**src/rtl/prio_rr_arbiter.sv**
```systemverilog
// prio_rr_arbiter: parametrised, registered request arbiter.
// This is the successor to the 8-to-3 priority encoder.
// The mode input selects fixed priority (highest index wins) or round-robin.
// Results leave through a valid/ready output stage that can stall.
// Optional build macro PRIO_RR_ARBITER_GRANT_CNT_EN adds a saturating 16-bit
// grant_cnt output, which counts accepted grants.
module prio_rr_arbiter #(
  parameter  int unsigned N = 8,
  localparam int unsigned W = $clog2(N)
) (
  input  logic         clk,
  input  logic         rst,
  input  logic [N-1:0] req,
  input  logic         mode,
  input  logic         out_ready,
  output logic         out_valid,
  output logic [W-1:0] out_idx,
  output logic [N-1:0] out_grant
`ifdef PRIO_RR_ARBITER_GRANT_CNT_EN
  ,
  output logic [15:0]  grant_cnt
`endif
);

  typedef enum logic {
    MODE_FIXED = 1'b0,
    MODE_RR    = 1'b1
  } mode_e;

  mode_e        mode_sel;
  logic         load;
  logic         any_req;

  // Round-robin search start: the highest-priority index for the next search.
  logic [W-1:0] ptr;

  logic [W-1:0] fixed_idx;
  logic [W-1:0] rr_idx;
  logic [W-1:0] win_idx;
  logic [N-1:0] win_grant;
  logic [W-1:0] ptr_next;

  assign mode_sel = mode_e'(mode);
  assign load     = !out_valid || out_ready;
  assign any_req  = |req;

  // Fixed priority: the highest set bit wins, so a later set bit overrides an earlier one.
  always_comb begin
    fixed_idx = '0;
    for (int unsigned i = 0; i < N; i++) begin
      if (req[i]) begin
        fixed_idx = W'(i);
      end
    end
  end

  // Round-robin: walk downward from ptr with wrap from 0 to N-1; the first hit wins.
  always_comb begin
    logic found;
    found  = 1'b0;
    rr_idx = '0;
    for (int unsigned k = 0; k < N; k++) begin
      int unsigned j;
      j = (int'(ptr) + N - k) % N;
      if (!found && req[W'(j)]) begin
        found  = 1'b1;
        rr_idx = W'(j);
      end
    end
  end

  // Winner selection and its one-hot form.
  always_comb begin
    win_idx   = (mode_sel == MODE_RR) ? rr_idx : fixed_idx;
    win_grant = '0;
    win_grant[win_idx] = 1'b1;
  end

  // Pointer successor: the slot just below the winner, wrapping at 0.
  always_comb begin
    ptr_next = ptr;
    if (load && any_req && (mode_sel == MODE_RR)) begin
      ptr_next = (win_idx == '0) ? W'(N - 1) : (win_idx - 1'b1);
    end
  end

  // Output register: load a new result when empty or accepted, otherwise hold.
  always_ff @(posedge clk) begin
    if (rst) begin
      out_valid <= 1'b0;
      out_idx   <= '0;
      out_grant <= '0;
      ptr       <= W'(N - 1);
    end else begin
      ptr <= ptr_next;
      if (load) begin
        if (any_req) begin
          out_valid <= 1'b1;
          out_idx   <= win_idx;
          out_grant <= win_grant;
        end else begin
          out_valid <= 1'b0;
          out_idx   <= '0;
          out_grant <= '0;
        end
      end
    end
  end

`ifdef PRIO_RR_ARBITER_GRANT_CNT_EN
  // Handshake counter; saturates rather than wrapping.
  always_ff @(posedge clk) begin
    if (rst) begin
      grant_cnt <= '0;
    end else if (out_valid && out_ready && (grant_cnt != '1)) begin
      grant_cnt <= grant_cnt + 16'd1;
    end
  end
`endif

endmodule

```
**config.mk**
```make
export PLATFORM = sky130hd
export DESIGN_NAME = prio_rr_arbiter
export DESIGN_NICKNAME = d
export VERILOG_FILES = /design/src/rtl/prio_rr_arbiter.sv
export SDC_FILE = /design/constraint.sdc
export NUM_CORES = 1
export LEC_CHECK = 0
export BUFFER_PORTS_ARGS = -buffer_cell sky130_fd_sc_hd__buf_4
export CAP_MARGIN = 20
export CORE_ASPECT_RATIO = 1.4
export CORE_MARGIN = 5
export CORE_UTILIZATION = 30
export CTS_CLUSTER_DIAMETER = 80
export DETAILED_ROUTE_END_ITERATION = 16
export REMOVE_ABC_BUFFERS = 1
export SLEW_MARGIN = 0
export SYNTH_ARGS = -nofsm -noshare
export SYNTH_HDL_FRONTEND = slang
export SYNTH_SLANG_ARGS = --single-unit
```
**constraint.sdc**
```tcl
create_clock -name clk -period 3.98 [get_ports clk]
set_input_delay 0.199 -clock clk [delete_from_list [all_inputs] [get_ports clk]]
set_output_delay 0.199 -clock clk [all_outputs]
set_load 0.02 [all_outputs]
```
---- After elaboration in Yosys (flattened, before gate mapping) ----
Index checks and enable logic that the tools add are counted.
storage, ports and cells
  register bits after elaboration ......... 15
  input port bits ......................... 12
  output and inout bits ................... 12
  word-level logic and storage cells ...... 89
cells by class
  add/subtract/negate cells ............... 9
  order comparisons ....................... 10
  muxes and demuxes ....................... 45
  reduce and logical (&&, ||, !) cells .... 21
operators by type and width
  cell                                                                                  count
  3-bit two-way mux                                                                     15
  3-bit by 4-bit less-than comparator with 1-bit output (second input constant)         9
  1-bit binary-select mux with 3-bit select                                             8
  1-bit two-way mux                                                                     18
  3-bit subtractor (second input constant)                                              4
  1-bit logical AND                                                                     10
  1-bit zero test                                                                       8
  8-bit two-way mux                                                                     1
  8-bit OR reduction                                                                    1
  3-bit by 1-bit subtractor with 3-bit output (second input constant)                   2
  3-bit by 2-bit subtractor with 3-bit output (second input constant)                   2
  2-bit two-way mux                                                                     2
  3-bit by 1-bit adder with 3-bit output (second input constant)                        1
  1-bit demux with 3-bit select                                                         1
  3-bit by 1-bit greater-or-equal comparator with 1-bit output (second input constant)  1
  3-bit zero test                                                                       1
  1-bit logical OR                                                                      1

---- Longest topological paths before layout ----
Gate-level depths: netlist of run 1.
  depth in word-level cells ............... 31
  depth in mapped cells ................... 16

---- Worst setup path after synthesis of run 1 ----
Ideal clock, no wire load.
  path type ............................... reg2reg
  start ................................... register ptr[1]
  end ..................................... register ptr[2]
  library setup time ...................... 0.120 ns
  arrival time ............................ 3.452 ns
  data required time ...................... 3.860 ns
  setup slack ............................. 0.408 ns
  stages on the path, launching flop included .. 16
  period minus slack after synthesis ...... 3.572 ns
  cells stage by stage .................... dfxtp_1 buf_6 buf_2 inv_1 ha_1 buf_6 mux4_2 mux2_4 a211oi_1 a211oi_1 o2111ai_1 nand3_2 ha_1 ha_1 nor2_1 a211o_1
between the ends
  longest elaborated chain between the ends .. 28
  elaborated cells between the ends (all ways) .. 57
  classes of those cells .................. add/sub: 9; mux: 33; reduce/logical: 15
ends and longest elaborated chain
  what                                                                                                  line  RTL
  from (decl)                                                                                           35    logic [W-1:0] ptr;
  from (signal assigned)                                                                                93    ptr <= W'(N - 1);
  from (signal assigned)                                                                                95    ptr <= ptr_next;
  3-bit by 1-bit adder with 3-bit output (*)                                                            64    j = (int'(ptr) + N - k) % N;
  parallel branches: the longest is 23 deep, another holds 3-bit by 1-bit subtractor with 3-bit output  --
  3-bit two-way mux (*)                                                                                 65    if (!found && req[W'(j)]) begin
  3-bit two-way mux (*)                                                                                 74    win_idx = (mode_sel == MODE_RR) ? rr_idx : fixed_idx;
  3-bit by 1-bit subtractor with 3-bit output or 3-bit zero test (tied branches)                        83    ptr_next = (win_idx == '0) ? W'(N - 1) : (win_idx - 1'b1);
  3-bit two-way mux (*)                                                                                 83
Every way passes the cells marked *. The select of a mux whose other input is x is not followed.
A chain may end at the register's enable or synchronous reset.

---- Worst setup path after layout of run 1 ----
  start ................................... register ptr[0]
  end ..................................... register ptr[2]
The elaborated chain is that of the path after synthesis.

==> impl_metrics.json, run 1 <==
{
  "gp_congestion": 0.848,
  "period_needed_ns": 3.65,
  "worst_clock_skew_ns": 0.00480,
  "finalHoldViolations": 0,
  "synth_warnings": 0,
  "cts_hold_buf": 0,
  "cts.clk_slew.worst_paths_ns": 0.06,
  "die-area_sq_um": 7070,
  "finalSetupTns_ns": 0,
  "ys_top_cells_by_area": "dfxtp_1, mux4_2, a32o_1",
  "synth_enable_flop_cells": 0,
  "clock_sinks": 15,
  "startpoint": "ptr[0]",
  "holdWs_ns": 0.174,
  "ys_ff_latch": 15,
  "grt_usage": 0.120,
  "ant_nets": 0,
  "area_delta_synth_final_pct": 16.2,
  "synth_top_area_frac": 0.183,
  "wl_mm": 4.08,
  "numCtsBuffers": 3,
  "timing.fmax_ghz": 0.274,
  "route.detailed.drc": 0,
  "core_sq_um": 5410,
  "worstPathRequired_ns": 4.12,
  "stdcell_count": 253,
  "clk-insertion-delay-late_ns": 0.25,
  "syn_area_per_cell_sq_um": 10.1,
  "synthArstFlopShare": 0,
  "via_per_inst": 5.60,
  "worstSetupStartpointType": "flop",
  "fin_crit_sh": 0.916,
  "cap_violations": 0,
  "dp_hpwl_mm": 3.17,
  "gr-total-overflow": 0,
  "hp-class": "input port to flop",
  "ys.flop_type": "dfxtp_1",
  "syn_area_sq_um": 1640,
  "worstHoldStart": "rst",
  "cp.arrival_ns": 3.78,
  "relSlewSlack": 0.433,
  "grt_pass1_vias": 1423,
  "synth_common_cells": "dfxtp_1, nor2_1, mux4_2",
  "io_buffer_count": 23,
  "htreeDepth": 1,
  "syn_inst": 163,
  "path_max_fanout": 10,
  "wl_per_cell_um": 16.1,
  "status": "complete, no violations",
  "first_pass_iters": 6,
  "vias": 1416,
  "cts_resized": 0,
  "crit_type": "flop to flop",
  "p_leak_uw": 0.000794,
  "power_density_nw_per_um2": 392,
  "num_rows": 32,
  "diodes": 0,
  "synth_sequential_area_ratio": 0.183,
  "grt_max_degree": 16,
  "io_pins": 24,
  "ctsRootBufferMaster": "clkbuf_8",
  "floorplan.initialDensity": 0.303,
  "grt_pass1_wl_mm": 6.88,
  "antenna_found_initial": 0,
  "synth_cell_type_count": 54,
  "synth_area_leader_cell": "dfxtp_1",
  "finalSetupViolations": 0,
  "peakVddDrop_mv": 0.143,
  "die_h_um": 97.5,
  "fp.dieW_um": 72.5,
  "drive_gt1_frac": 0.335,
  "end_kind": "flop",
  "nNetsFinal": 202,
  "rsz0062_at_grt": "false",
  "drv_slew": 0,
  "tightest_slew_ns": 0.843,
  "drt_iter0_drc": 76,
  "placed_cells": 249,
  "cts_tree": "yes",
  "clock_path_buffers": 2,
  "cts_setup_buffers": 0,
  "r2r-start": "ptr[0]"
}
[stage by stage]
step,total power (uW),util,instance area [sq um],setup slack (ns)
after CTS,747,0.352,1900,0.252
after floorplan,503,-,1560,0.0232
after detailed placement,621,0.344,1860,0.276
after global routing,803,0.353,1910,0.108
final,748,0.353,1910,0.335
after global placement,622,0.344,1860,0.251
[flip-flops by register name, summed over array words and instances (netlist names)]
name,flops
out_grant,8
out_idx,3
ptr,3
out_valid,1
[layout make-up]
cell class | instances | area, sq um
Clock inverter | 1 | 5.00
Sequential cell | 15 | 300
Clock buffer | 3 | 41.3
Timing Repair Buffer | 28 | 210
Tap cell | 68 | 85.1
Inverter | 8 | 30.0
Fill cell | 545 | 3500
Multi-Input combinational cell | 130 | 1230
[per-layer routing]
| metal | up-vias | GRT usage | routed length [um] | part of all wire |
|---|---|---|---|---|
| met5 | - | 0 | 0 | 0 |
| met4 | 0 | 0.0597 | 94 | 0.023 |
| met3 | 12 | 0.0114 | 95 | 0.023 |
| met2 | 30 | 0.216 | 2230 | 0.55 |
| met1 | 685 | 0.136 | 1660 | 0.41 |
| li1 | 689 | - | - | - |
[report_power, final]
group,total [uW],internal [uW],switching [uW]
registers,181,167,14.1
clock network,125,69.4,55.6
logic,442,207,235
[cells by family (layout without fill, tap and decap cells)]
group,count (synthesis),count (layout),share of synthesized area
xor+xnor,3,3,0.0206
flops,15,15,0.183
simple gates,53,53,0.188
buf+inv,18,40,0.0656
mux,29,29,0.308
compound gates,41,41,0.204
fa+ha+maj,4,4,0.0305
[final timing paths]
kind | endpoint | slack, ns | cells past startpoint
worst max register to register | ptr[2] | 0.33 | 13
worst min register to register | out_grant[7] | 0.48 | 1
worst max-delay path | ptr[2] | 0.33 | 13
worst min-delay path | out_idx[1] | 0.17 | 2
[critical path: stages, from the launching register on]
cell       delay, ns
dfxtp_1         0.32
inv_1           0.09
ha_2            0.46
buf_4           0.18
mux4_2          0.56
mux2_4          0.33
a211oi_1        0.25
a211oi_1        0.12
o2111ai_1       0.22
nand3_2         0.18
ha_1            0.25
ha_1            0.27
nor2_1          0.04
a211o_1         0.26
[placed cells by master (no fill, tap or decap), drive strengths merged, types with 2 or more instances in the layout]
master    n
a2bb2oi   2
mux4     14
a32o      8
clkbuf    3
nor2b     5
inv       8
a21oi     7
a211oi    2
buf      28
nand2     8
xor2      2
and3      2
a311oi    2
nand3     3
nand2b    3
nor3      6
nor2     15
and2      2
mux2      8
o31ai     3
dfxtp    15
a211o     2
nor4      3
ha        4
mux2i     7
o21ai     6
a21o      3
nor4b     2
Power figures use the tool's default switching activity.
==> run 2: changes to the inputs <==
==> constraint.sdc (replaced) <==
create_clock -name clk -period 4.09 [get_ports clk]
set_input_delay 0.2045 -clock clk [delete_from_list [all_inputs] [get_ports clk]]
set_output_delay 0.2045 -clock clk [all_outputs]
set_load 0.02 [all_outputs]
==> run 2 against run 1 <==
Against the previous run: worst setup slack worse by 0.075 ns; largest power group unchanged; non-clock buffer count fell by 2; cell area shrank 0.92%; critical path type unchanged; die area unchanged; hold slack better by 0.0087 ns; critical endpoint unchanged; clock-buffer cell count is the same.
==> impl_metrics.json, run 2 (synthesized netlist as in run 1, its figures left out) <==
{
  "status": "complete, no violations",
  "fin_crit_sh": 0.937,
  "via_per_inst": 5.70,
  "clk-insertion-delay-late_ns": 0.25,
  "design_area_sq_um": 1890,
  "power_density_nw_per_um2": 379,
  "cp.arrival_ns": 3.97,
  "largest_reg_flops": 8,
  "stdcell_count": 251,
  "die-area_sq_um": 7070,
  "numCtsBuffers": 3,
  "gr-total-overflow": 0,
  "route.detailed.drc": 0,
  "num_rows": 32,
  "cts_setup_buffers": 0,
  "wl_per_cell_um": 16.2,
  "drive_gt1_frac": 0.322,
  "multi_input_area_sq_um": 1230,
  "core_sq_um": 5410,
  "netSwitchingFraction": 0.410,
  "die_h_um": 97.5,
  "path_max_fanout": 12,
  "switching_power_uw": 293,
  "cts_hold_buf": 0,
  "first_pass_iters": 4,
  "end_kind": "flop",
  "floorplan.initialDensity": 0.303,
  "fp.dieW_um": 72.5,
  "drt_iter0_drc": 67,
  "antenna_found_initial": 0,
  "drv_slew": 0,
  "io_buffer_count": 23,
  "relSlewSlack": 0.412,
  "area_delta_synth_final_pct": 15.2,
  "seqPwrFrac": 0.246,
  "largest-register": "out_grant",
  "peakVddDrop_mv": 0.289,
  "period_needed_ns": 3.83,
  "crit_type": "flop to flop",
  "vias": 1431,
  "gp_congestion": 0.852,
  "p_comb_frac": 0.590,
  "cts_tree": "yes",
  "clock_sinks": 15,
  "grt_usage": 0.119,
  "diodes": 0,
  "grt_pass1_vias": 1408,
  "clock_path_buffers": 2,
  "holdWs_ns": 0.183,
  "placed_cells": 247,
  "final-seq-area_sq_um": 300,
  "cts_resized": 0,
  "ctsRootBufferMaster": "clkbuf_8",
  "cts.clk_slew.worst_paths_ns": 0.06,
  "p_leak_uw": 0.000786,
  "htreeDepth": 1,
  "internal_power_uw": 422,
  "tightest_slew_ns": 0.875,
  "io_pins": 24,
  "ant_nets": 0,
  "worstSetupStartpointType": "flop",
  "final_common_cell": "buf_4",
  "wl_mm": 4.07,
  "grt_max_degree": 16,
  "finalSetupViolations": 0,
  "worstPathRequired_ns": 4.23,
  "hp-class": "input port to flop",
  "timing.fmax_ghz": 0.261,
  "fillers": 565,
  "finalSetupTns_ns": 0,
  "final_cell_mix": "buf_4, nor2_1, dfxtp_1, mux4_2",
  "p_clk_frac": 0.165,
  "worst_clock_skew_ns": 0.00252,
  "power_uw": 715,
  "top_regs": "out_grant (8), out_idx (3), ptr (3)",
  "nNetsFinal": 200,
  "rsz0062_at_grt": "false",
  "grt_pass1_wl_mm": 6.85,
  "cap_violations": 0,
  "placed_area_sq_um": 1840,
  "finalHoldViolations": 0,
  "dp_hpwl_mm": 3.22
}
==> run 2: changes by cell type in the layout (fill, tap and decap cells not counted) <==
cell	delta
ha_2	-1
ha_1	+1
buf_4	-2
==> run 2: critical path: stages, from the launching register on <==
cell	delay, ns
dfxtp_1	0.32
inv_1	0.09
ha_1	0.60
mux4_1	0.63
nor4_1	0.24
a311oi_1	0.13
nor4_2	0.48
a311oi_2	0.19
nor3_4	0.36
inv_2	0.11
ha_1	0.28
nor2_1	0.04
a211o_1	0.25
==> run 2: power by group through the flow <==
| stage | Sequential (uW) | Clock [uW] | Combinational (uW) |
|---|---|---|---|
| 3_5_place_dp | 179 | 0 | 422 |
| 6_report | 176 | 118 | 422 |
| 3_3_place_gp | 179 | 0 | 421 |
| 5_1_grt | 178 | 131 | 459 |
| 4_1_cts | 176 | 122 | 423 |
| 2_1_floorplan | 202 | 0 | 288 |
==> run 2: path summary, 6_finish.rpt <==
| path | to | slack [ns] | from | cells after the start |
|---|---|---|---|---|
| min reg2reg | out_grant[6] | 0.47 | out_grant[6] | 1 |
| max | ptr[2] | 0.26 | ptr[0] | 12 |
| max reg2reg | ptr[2] | 0.26 | ptr[0] | 12 |
| min | out_valid | 0.18 | rst | 2 |
==> run 2: routing by layer <==
metal	track usage	routed length, um	vias to the layer above
li1	-	-	683
met1	0.147	1650	712
met2	0.209	2240	28
met3	0.00932	63	8
met4	0.0469	110	0
met5	0	0	-
==> run 2: area by class of cell <==
type | instances | area share
Multi-Input combinational cell | 130 | 0.652
Sequential cell | 15 | 0.159
Clock inverter | 1 | 0.00265
Tap cell | 68 | 0.0450
Clock buffer | 3 | 0.0219
Timing Repair Buffer | 26 | 0.103
Inverter | 8 | 0.0159
==> run 2: metrics by stage <==
| step | setup WS [ns] | util |
|---|---|---|
| global route | 0.0261 | 0.350 |
| CTS | 0.253 | 0.350 |
| finish | 0.259 | 0.350 |
| floorplan | 0.133 | - |
| global placement | 0.352 | 0.341 |
| detailed placement | 0.269 | 0.341 |
